File: config.mk
export PLATFORM = sky130hd
export DESIGN_NAME = sext_queue
export DESIGN_NICKNAME = d
export VERILOG_FILES = /design/src/rtl/sext_queue.sv
export SDC_FILE = /design/constraint.sdc
export NUM_CORES = 1
export LEC_CHECK = 0
export ABC_CLOCK_PERIOD_IN_PS = 2120
export CELL_PAD_IN_SITES_DETAIL_PLACEMENT = 1
export CELL_PAD_IN_SITES_GLOBAL_PLACEMENT = 1
export CORE_MARGIN = 4
export CORE_UTILIZATION = 31
export DETAILED_ROUTE_END_ITERATION = 10
export PLACE_DENSITY_LB_ADDON = 0.1
export REMOVE_ABC_BUFFERS = 1
export SYNTH_ARGS = -nofsm -noshare
export SYNTH_HDL_FRONTEND = slang
export SYNTH_SLANG_ARGS = --single-unit
File: constraint.sdc
create_clock -name clk -period 2.12 [get_ports clk]
set_input_delay 0.318 -clock clk [delete_from_list [all_inputs] [get_ports clk]]
set_output_delay 0.318 -clock clk [all_outputs]
set_load 0.02 [all_outputs]
File: src/rtl/sext_queue.sv
// sext_queue: zero/sign-extends each accepted input word and holds the results
// in a small FIFO. Outputs are registered; there is no path from in_ to out.
module sext_queue #(
  parameter int IN_NBITS  = 8,
  parameter int OUT_NBITS = 32,
  parameter int DEPTH     = 2
) (
  input  logic                         clk,
  input  logic                         reset,
  input  logic                         in_val,
  output logic                         in_rdy,
  input  logic [IN_NBITS-1:0]          in_,
  input  logic                         in_mode,
  output logic                         out_val,
  input  logic                         out_rdy,
  output logic [OUT_NBITS-1:0]         out,
  output logic [$clog2(DEPTH+1)-1:0]   count
);

  localparam int CNT_W = $clog2(DEPTH + 1);
  localparam int PTR_W = (DEPTH > 1) ? $clog2(DEPTH) : 1;

  localparam logic [CNT_W-1:0]     DEPTH_C   = CNT_W'(DEPTH);
  localparam logic [PTR_W-1:0]     LAST_PTR  = PTR_W'(DEPTH - 1);
  // Bits above the input width; all zero when the two widths match.
  localparam logic [OUT_NBITS-1:0] FILL_MASK = ~(OUT_NBITS'({IN_NBITS{1'b1}}));

  logic [OUT_NBITS-1:0] mem [DEPTH];
  logic [PTR_W-1:0]     rd_ptr;
  logic [PTR_W-1:0]     wr_ptr;
  logic [OUT_NBITS-1:0] ext_value;
  logic                 do_push;
  logic                 do_pop;

  // Handshake flags, the extended input word, and the head presented on out.
  always_comb begin
    in_rdy    = (count < DEPTH_C);
    out_val   = (count != '0);
    do_push   = in_val && in_rdy;
    do_pop    = out_val && out_rdy;
    ext_value = OUT_NBITS'(in_) | ((in_mode && in_[IN_NBITS-1]) ? FILL_MASK : '0);
    out       = out_val ? mem[rd_ptr] : '0;
  end

  // Storage is not cleared by reset; out is masked while the queue is empty.
  always_ff @(posedge clk) begin
    if (reset && do_push) begin
      mem[wr_ptr] <= ext_value;
    end
  end

  // Pointers and occupancy; reset wins over any transfer on the same edge.
  always_ff @(posedge clk) begin
    if (!reset) begin
      rd_ptr <= '0;
      wr_ptr <= '0;
      count  <= '0;
    end else begin
      if (do_push) begin
        wr_ptr <= (wr_ptr == LAST_PTR) ? '0 : wr_ptr + PTR_W'(1);
      end
      if (do_pop) begin
        rd_ptr <= (rd_ptr == LAST_PTR) ? '0 : rd_ptr + PTR_W'(1);
      end
      case ({do_push, do_pop})
        2'b10:   count <= count + CNT_W'(1);
        2'b01:   count <= count - CNT_W'(1);
        default: count <= count;
      endcase
    end
  end

endmodule

### After elaboration in Yosys (flattened, before gate mapping)

Memories as Yosys holds them, arrays and structs flattened. A register that Yosys moved wholly into a read port is not among the register bits.
Cells that the tools add are included.

| operators by class | value |
|---|---|
| add/subtract/negate cells | 4 |
| $lt $le $gt $ge | 1 |
| equality and inequality tests | 2 |
| multiplexer cells | 9 |
| bitwise logic cells | 1 |
| reductions and logical operators | 6 |

Operators by type and width:

| cell | number |
|---|---|
| $mux 32 | 2 |
| $or 8x32->32 | 1 |
| $mux 1 | 6 |
| $logic_and 1x1->1 | 4 |
| $pmux 2 s2 | 1 |
| $reduce_bool 2->1 | 2 |
| $add 1x1->1 const B | 2 |
| $add 2x1->2 const B | 1 |
| $eq 2x1->1 const B | 1 |
| $eq 2x2->1 const B | 1 |
| $lt 2x2->1 const B | 1 |
| $sub 2x1->2 const B | 1 |

| storage, ports and cells | value |
|---|---|
| bits in registers | 4 |
| bits in writable memories | 64 |
| input bits | 13 |
| output and inout bits | 36 |
| word-level logic and storage cells | 27 |
| memories kept | 1 |

Memory list:

| name | words | width | read ports | clocked after memory_dff | write ports | line | RTL |
|---|---|---|---|---|---|---|---|
| mem | 2 | 32 | 1 | 1 | 1 | 28 | `logic [OUT_NBITS-1:0] mem [DEPTH];` |

### Longest topological paths before layout

| depth | value |
|---|---|
| depth in word-level cells | 5 |
| depth in mapped cells | 6 |
| gate-level depth less buffers | 6 |

### Least setup slack after synthesis

No wires, ideal clock.

| path | value |
|---|---|
| path type | reg2out |
| start | reg count[0] |
| end | out out[10] |
| arrival time | 2.032 ns |
| required time | 1.802 ns |
| setup slack | -0.230 ns |
| stages on the path, launching flop included | 4 |
| path buffers | 1 |
| cells stage by stage | dfxtp_1 nor2_1 nor2_1 buf_4 |

| between the ends | value |
|---|---|
| longest elaborated chain between the ends | 2 |

RTL lines:

| item | line | RTL |
|---|---|---|
| from (decl) | 17 | `output logic [$clog2(DEPTH+1)-1:0] count` |
| from (signal assigned) | 66 | `2'b10: count <= count + CNT_W'(1);` |
| from (signal assigned) | 67 | `2'b01: count <= count - CNT_W'(1);` |
| from (signal assigned) | 68 | `default: count <= count;` |
| $reduce_bool 2->1 | 38 | `out_val = (count != '0);` |
| $mux 32 | 42 | `out = out_val ? mem[rd_ptr] : '0;` |
| to (decl) | 16 | `output logic [OUT_NBITS-1:0] out,` |

No other way between the ends.

==> impl_metrics.ini <==
[global_routing]
antenna_found_initial = 0
grt_pass1_vias = 706
grt_remaining_overflow = 0
grt_pass1_wl_um = 3440
grt_usage = 0.104
grt_max_degree = 25

[logic_synthesis]
synth_cell_types = 17
synth.top_cell.area_share = 0.499
synth_edf_count = 18
synth.cell_area_um2 = 1080
async_flop_share = 0
synth_common_cells = buf_4 (23), edfxtp_1 (18), nor2_1 (11)
synth.avg_cell_area_um2 = 12.3
synth_area_leaders = edfxtp_1 (50%), buf_4 (16%), dfxtp_1 (9.2%)
synth_ff_type = edfxtp_1
yosysWarningCount = 0
synthCells = 88
yosys.area.top_type = edfxtp_1
yosysMostFrequentCell = buf_4
synth_seq_cells = 23
ys_seq_area_frac = 0.591

[power]
power_density_nw_per_um2 = 1450
power_leakage_nw = 0.689
vdd_drop_max_mv = 0.499
p_total_mw = 2.17

[sta]
max_freq_mhz = 501
rsz0062_at_grt = false
setup_slack_ps = 124
fin_skew_ps = 12.5
finalCriticalPeriod_ps = 2000
hold_viol_final = 0
timing.slew.headroom = 0.717
slew_viol_final = 0
fin_crit_sh = 0.942
setup_viol = 0
tns_ps = 0
worst_pin_slew_ps = 425
holdWs_ps = 553

[drt]
drt-initial-drc-count = 14
routed_wl_um = 2210
drc = 0
vias = 698
wl_per_cell_um = 13.1
viasPerCell = 4.15
antenna_left = 0
drt_first_pass_iters = 4

[worst_setup_path]
setup.worst_path.end_class = output pin
critPathSlowestCell = clkdlybuf4s50_1
critPathMaxStageDelay_ps = 530
crit_path_cell_trace = buf_4 > mux2i_1 > nor2_1 > clkdlybuf4s50_1
path_buf_inv = 2
crit_type = reg -> out
rrSetupSlack_ps = 390
cp_max_fo = 4
start_kind = flip-flop
reg2reg_from = count[0]$_SDFFE_PN0P_
cp_top_family = buffers and inverters
reg2reg_to = count[1]$_SDFFE_PN0P_
required_ps = 1800
worstPathArrival_ps = 1680
rr_worst_depth = 5

[floorplanning]
initial_utilization = 0.322
core_area_um2 = 3360
ios = 49
rows = 21
fp.dieArea_um2 = 4510
fp.dieH_um = 67.1
die_w_um = 67.1

[finish]
layout-drive-gt1-share = 0.0984
antenna_cells = 0
nFillCells = 402
fin_area_um2 = 1500
nets = 137
stdcell_count = 168
regArea_um2 = 643
multi_input_area_um2 = 250
utilization = 0.445
area_delta_synth_final_pct = 38.0

[clocking]
ctsRootBufferMaster = clkbuf_4
cts_tree = yes
htreeDepth = 1
numClockSinks = 23
cts_setup_buffers = 0
clk_path_buf_depth = 2
cts_hold_buf = 0
clock_latency_ps = 310
clk_pin_slew_ps = 120
cts_buffers = 3

[placed_design]
dpl.hpwl_um = 1770
placed_cells = 164
dp_slack_ps = 35.5
place_congestion = 0.689
placed_area_um2 = 1490
numPortBuffers = 48

[worst_hold_path]
whs_path_depth = 2
whs_endpoint = count[1]$_SDFFE_PN0P_
hold_path.startpoint = count[1]$_SDFFE_PN0P_
hold_class = reg -> reg

[job]
cap_violations = 0

[run_status]
status = complete, no violations
==> repair_timing <==
action                     in CTS  in global routing
setup endpoints to repair      25                  7
cloned                          0                  0
resized for setup              25                  5
==> state kept, by name, summed over array words and instances, names as in the netlist, named ones only <==
register	cells
rd_ptr	1
mem	18
wr_ptr	1
count	2
==> metal layers <==
layer / vias to the layer above / GRT usage / wire length, um
met1: 321 / 0.116 / 886
met4: 0 / 0.0532 / 14
met5: - / 0 / 0
li1: 338 / - / -
met3: 2 / 0.0354 / 301
met2: 37 / 0.174 / 1000
==> kinds of logic (layout without fill, tap and decap cells) <==
| logic type | after synthesis | in the layout | share of synthesized area |
|---|---|---|---|
| simple gates | 20 | 20 | 0.0878 |
| compound gates | 3 | 3 | 0.0162 |
| flops | 23 | 23 | 0.591 |
| fa+ha+maj | 1 | 1 | 0.0115 |
| mux | 9 | 9 | 0.0831 |
| xor+xnor | 4 | 4 | 0.0323 |
| buf+inv | 28 | 62 | 0.178 |
==> worst max-delay path by stage <==
stage,start,slack [ps],cells past startpoint,endpoint
floorplan,count[0]$_SDFFE_PN0P_,-4800,2,out[10]
global placement,in_val,140,6,count[1]$_SDFFE_PN0P_
detailed placement,in_val,40,6,count[1]$_SDFFE_PN0P_
CTS,count[1]$_SDFFE_PN0P_,20,4,out[0]
global route,flip-flop,10,4,out[4]
finish,flip-flop,120,4,out[3]
==> final cells by class <==
| type | instances | area share |
|---|---|---|
| Multi-Input combinational cell | 37 | 0.167 |
| Inverter | 4 | 0.0100 |
| Clock inverter | 1 | 0.00335 |
| Tap cell | 46 | 0.0385 |
| Timing Repair Buffer | 54 | 0.336 |
| Clock buffer | 3 | 0.0151 |
| Sequential cell | 23 | 0.430 |
==> where the power goes <==
group	internal [mW]	total, mW	switching, mW
combinational	0.576	1.35	0.772
clock	0.0704	0.201	0.130
sequential	0.569	0.621	0.0523
==> worst min-delay path: cells and delay by family (launching register included) <==
family | cells | cell delay, ps
AO/OA/AOI/OAI | 2 | 150
flip-flops | 1 | 370
==> layout by cell type, fill, tap and decap left out, types with 2 or more instances in the layout <==
master           netlist  routed
buf_4                 23       6
mux2i_1                9       9
xnor2_1                3       3
and2_1                 5       5
dfxtp_1                5       3
o21ai_0                2       2
clkdlybuf4s50_1        0      20
dlymetal6s2s_1         0       3
edfxtp_1              18      18
inv_1                  4       4
clkbuf_4               0       3
dlygate4sd2_1          0      25
dfxtp_2                0       2
nor2_1                11      11
Power figures use the tool's default switching activity.
